$ cat src/rtl/instr_encoder.sv
// Instruction encoder: packs requested fields into 32-bit instruction words,
// queues them in a 4-entry FIFO and streams them into instruction memory.
module instr_encoder #(
    parameter logic [31:0] BASE_ADDR = 32'h0000_0000
) (
    input  logic        clk_i,
    input  logic        rst_i,
    input  logic        clear_i,
    input  logic        req_valid_i,
    output logic        req_ready_o,
    input  logic [2:0]  op_sel_i,
    input  logic [4:0]  rs_i,
    input  logic [4:0]  rt_i,
    input  logic [4:0]  rd_i,
    input  logic [4:0]  shamt_i,
    input  logic [5:0]  funct_i,
    input  logic [15:0] imm_i,
    input  logic [25:0] target_i,
    output logic        mem_we_o,
    output logic [31:0] mem_addr_o,
    output logic [31:0] mem_data_o,
    input  logic        mem_ready_i,
    output logic        err_o,
    output logic [15:0] wr_count_o
);

    localparam int unsigned DEPTH   = 4;
    localparam int unsigned PTR_W   = 2;
    localparam int unsigned CNT_W   = 3;
    localparam int unsigned WORD_W  = 32;

    localparam logic [0:0] IDLE  = 1'b0;
    localparam logic [0:0] WRITE = 1'b1;

    logic [0:0]        state_q, state_d;
    logic [WORD_W-1:0] fifo_q [DEPTH];
    logic [PTR_W-1:0]  rd_ptr_q, rd_ptr_d, wr_ptr_q, wr_ptr_d;
    logic [CNT_W-1:0]  count_q, count_d;
    logic              ready_q, ready_d;
    logic              mem_we_d, err_d;
    logic [WORD_W-1:0] mem_data_d, mem_addr_d, enc_word;
    logic [15:0]       wr_count_d;
    logic [5:0]        opcode;
    logic              accept, push, complete;

    // Ready comes from registered occupancy; a flush in progress blocks intake.
    assign req_ready_o = ready_q & ~clear_i;
    assign accept      = req_valid_i & req_ready_o;
    assign push        = accept & (op_sel_i != 3'd7);
    assign complete    = (state_q == WRITE) & mem_ready_i;

    // Field packing for the three instruction formats.
    always_comb begin
        opcode   = 6'b000000;
        enc_word = '0;
        case (op_sel_i)
            3'd1:    opcode = 6'b001000;
            3'd2:    opcode = 6'b001010;
            3'd3:    opcode = 6'b100011;
            3'd4:    opcode = 6'b101011;
            3'd5:    opcode = 6'b000100;
            3'd6:    opcode = 6'b000010;
            default: opcode = 6'b000000;
        endcase
        case (op_sel_i)
            3'd0:    enc_word = {opcode, rs_i, rt_i, rd_i, shamt_i, funct_i};
            3'd6:    enc_word = {opcode, target_i};
            default: enc_word = {opcode, rs_i, rt_i, imm_i};
        endcase
    end

    // Next-state and output logic.
    always_comb begin
        state_d    = state_q;
        rd_ptr_d   = rd_ptr_q;
        wr_ptr_d   = wr_ptr_q;
        count_d    = count_q;
        ready_d    = ready_q;
        err_d      = 1'b0;
        mem_addr_d = mem_addr_o;
        wr_count_d = wr_count_o;
        mem_we_d   = 1'b0;
        mem_data_d = '0;

        if (clear_i) begin
            state_d    = IDLE;
            rd_ptr_d   = '0;
            wr_ptr_d   = '0;
            count_d    = '0;
            ready_d    = 1'b1;
            mem_addr_d = BASE_ADDR;
            wr_count_d = '0;
        end else begin
            err_d = accept & (op_sel_i == 3'd7);
            if (push) begin
                wr_ptr_d = wr_ptr_q + PTR_W'(1);
            end
            if (complete) begin
                rd_ptr_d   = rd_ptr_q + PTR_W'(1);
                mem_addr_d = mem_addr_o + WORD_W'(4);
                wr_count_d = (wr_count_o == 16'hFFFF) ? wr_count_o : wr_count_o + 16'd1;
            end
            count_d = count_q + CNT_W'(push) - CNT_W'(complete);

            case (state_q)
                IDLE:    if (count_q != '0) state_d = WRITE;
                WRITE:   if (complete) state_d = (count_q > CNT_W'(1)) ? WRITE : IDLE;
                default: state_d = IDLE;
            endcase

            ready_d = (count_d < CNT_W'(DEPTH));
            if (state_d == WRITE) begin
                mem_we_d   = 1'b1;
                mem_data_d = fifo_q[rd_ptr_d];
            end
        end
    end

    always_ff @(posedge clk_i or posedge rst_i) begin
        if (rst_i) begin
            state_q    <= IDLE;
            rd_ptr_q   <= '0;
            wr_ptr_q   <= '0;
            count_q    <= '0;
            ready_q    <= 1'b0;
            err_o      <= 1'b0;
            mem_we_o   <= 1'b0;
            mem_data_o <= '0;
            mem_addr_o <= BASE_ADDR;
            wr_count_o <= '0;
        end else begin
            state_q    <= state_d;
            rd_ptr_q   <= rd_ptr_d;
            wr_ptr_q   <= wr_ptr_d;
            count_q    <= count_d;
            ready_q    <= ready_d;
            err_o      <= err_d;
            mem_we_o   <= mem_we_d;
            mem_data_o <= mem_data_d;
            mem_addr_o <= mem_addr_d;
            wr_count_o <= wr_count_d;
        end
    end

    // Storage needs no reset; occupancy is tracked by the pointers and count.
    always_ff @(posedge clk_i) begin
        if (push) begin
            fifo_q[wr_ptr_q] <= enc_word;
        end
    end

endmodule
$ cat config.mk
export PLATFORM = sky130hd
export DESIGN_NAME = instr_encoder
export DESIGN_NICKNAME = d
export VERILOG_FILES = /design/src/rtl/instr_encoder.sv
export SDC_FILE = /design/constraint.sdc
export NUM_CORES = 1
export LEC_CHECK = 0
export ABC_AREA = 1
export CORE_MARGIN = 1
export CORE_UTILIZATION = 55
export DETAILED_ROUTE_END_ITERATION = 16
export GPL_TIMING_DRIVEN = 0
export PLACE_DENSITY = 0.82
export SYNTH_ARGS = -nofsm -noshare
export SYNTH_HDL_FRONTEND = slang
export SYNTH_SLANG_ARGS = --single-unit
$ cat constraint.sdc
create_clock -name clk_i -period 5 [get_ports clk_i]
set_input_delay 0.75 -clock clk_i [delete_from_list [all_inputs] [get_ports clk_i]]
set_output_delay 0.75 -clock clk_i [all_outputs]
set_load 0.005 [all_outputs]
==> flow_summary.toml <==
[setup_path]
crit_arrival_ns = 3.38
crit_fanout = 8
crit_path_start_kind = "input port"
cp-end-kind = "flop"
required_ns = 5.39
critPathKind = "in2reg"

[sta]
fin_ws_ns = 2.02
whs_ns = 0.523
finalHoldViolCount = 0
finalClockSkew_ns = 0.0161
grt_setup_unrepaired = "false"
slew_headroom_pct = 55.6
timing.final.crit_share_pct = 59.7
max_freq_mhz = 335
tns_ns = 0
worst_pin_slew_ns = 0.661
drv_slew = 0
setup_viol = 0
min_period_ns = 2.98

[yosys]
synth-seq-area-share_pct = 61.7
synth.avg_cell_area_um2 = 9.82
synth-seq-cells = 206
yosysUniqueCellTypes = 35
synthTopCellsByArea = "edfxtp_1, dfrtp_1, nand2_1, o211ai_1, inv_1"
synthesis.area_um2 = 9330
synth_compound_area_share_pct = 8.73
yosys.area.top_type = "edfxtp_1"
synth_top_cell_area_share_pct = 38.6
synthesis.instances = 950
post-synth-top-count-cell = "nand2_1"
synth-edff-count = 120
yosys.area_share.simple_pct = 19.4
synthFlopType = "edfxtp_1"
synthArstFlopShare_pct = 41.7
synthAdderAreaFrac_pct = 1.42
synth_common_cells = "nand2_1, edfxtp_1, inv_1, dfrtp_1, nor2_1"
synth_top_family_by_area = "simple AND/OR/NAND/NOR gates"
synthMuxAreaShare_pct = 0
ys_warn_count = 0
synth-xor-area-share_pct = 1.21

[global_routing]
grt_max_degree = 68
antenna_found_initial = 0
first_global_vias = 7124
grt_pass1_wl_um = 34600
grt_overflow = 0
grt_use_total_pct = 25.0

[floorplanning]
num_io_pins = 159
die_h_um = 132
rows = 47
start_util_pct = 56.2
die_width_um = 132
dieArea_um2 = 17500
coreArea_um2 = 16600

[finish]
area_delta_synth_final_pct = 29.4
layout.nets = 1222
num_antenna_cells = 0
n_fill_cell = 1174
drive_above_1_share_pct = 8.85

[cts]
cts_sinks = 206
cts_setup_buffers = 0
cts_buffers = 22
clk_pin_slew_ns = 0.06
post_cts_resized = 0
htreeDepth = 1
root_buffer = "clkbuf_16"
clk_path_buf_depth = 3
cts_hold_buf = 0
cts_tree = "yes"
clk_latency_ns = 0.51

[drt]
routed_wirelength_um = 21400
dr.pass1.iters = 7
vias = 7319
detail_route.vias_per_cell = 5.33
wl_per_cell_um = 15.6
drt_iter0_drc = 553
drc_errors = 0
ant_nets = 0

[placement]
place_ws_ns = 1.44
dp_hpwl_um = 14600
place_congestion = 0.849
io_buffers = 155

[min_path]
hold_class = "reg2reg"

[power_and_ir_drop]
powerDensity_nw_per_um2 = 399
vdd_ir_drop_max_mv = 0.321
leakagePower_nw = 5.08

[status]
status = "finished, final reports clean"

[run]
maxCapViolCount = 0
==> registers in the layout, indices dropped and copies added (netlist names), 2 cells and up <==
signal / flops
count_q: 3
fifo_q: 120
mem_addr_o: 30
mem_data_o: 30
rd_ptr_q: 2
wr_count_o: 16
wr_ptr_q: 2
==> layout by cell type (no fill, tap or decap), drive strengths merged, types with 9 or more instances in the layout <==
cell type and instances:
nand4 9, nor2 92, ha 9, buf 40
clkbuf 31, a21oi 49, dfrtp 86, nand3 50
edfxtp 120, nand2 267, inv 116, clkdlybuf4s50 155
o21ai 19, o211ai 60, clkinv 9
==> worst paths after layout <==
path                           startpoint             end  slack (ns)  depth (start not counted)
max                           op_sel_i[1]         ready_q        2.02                         12
min                        mem_addr_o[11]  mem_addr_o[11]        0.52                          1
max reg2reg                       ready_q         ready_q        2.56                         12
min reg2reg                mem_addr_o[11]  mem_addr_o[11]        0.52                          1
max in group asynchronous           rst_i   mem_data_o[0]        3.81                          3
min in group asynchronous           rst_i  mem_data_o[25]        0.55                          2
==> critical path, stage by stage <==
cell             delay, ns
clkdlybuf4s50_1       0.51
nand3_1               0.25
nand3_1               0.47
ha_1                  0.47
inv_1                 0.06
ha_1                  0.13
inv_1                 0.05
fa_1                  0.39
nand2_1               0.08
nand2_1               0.05
nor2_1                0.11
inv_1                 0.05
==> routing by layer <==
layer	part of all wire, %	track usage (%)	vias up	routed length [um]
met3	6.6	4.31	53	1410
met2	50	44.5	282	10700
met5	0	0	-	0
met4	2.3	8.24	0	493
met1	41	31.0	3475	8800
li1	-	-	3509	-
==> logic make-up after synthesis <==
logic type                 count (synthesis)
buffers and inverters                    157
AOI/OAI and AO/OA                        131
xor gates and xnor gates                  12
DFF                                      206
and+or+nand+nor                          433
adders and majority gates                 10
other                                      1
==> power breakdown <==
part | leakage (nW) | switching, mW | internal (mW)
clock network | 0.363 | 0.660 | 1.02
logic | 2.45 | 0.609 | 0.483
registers | 2.26 | 0.0649 | 1.97
total | 5.08 | 1.33 | 3.48
==> layout make-up <==
type,instances,area [um2],area share [%]
clock buffers,25,562,4.65
plain buffers,41,265,2.20
flip-flops and latches,206,5760,47.7
clock inverters,15,191,1.59
multi-input cells,589,2910,24.1
inverters,116,438,3.63
repair buffers,160,1670,13.9
well taps,220,275,2.28
==> per-stage QoR <==
stage	area [um2]	util [%]	total power [mW]	std cells
CTS	12100	72.8	4.84	1372
global route	12100	72.8	5.01	1372
finish	12100	72.8	4.81	1372
detailed placement	11300	68.2	3.16	1332
global placement	11200	67.3	3.10	1327
floorplan	9330	-	2.63	952
Power figures use the tool's default switching activity.
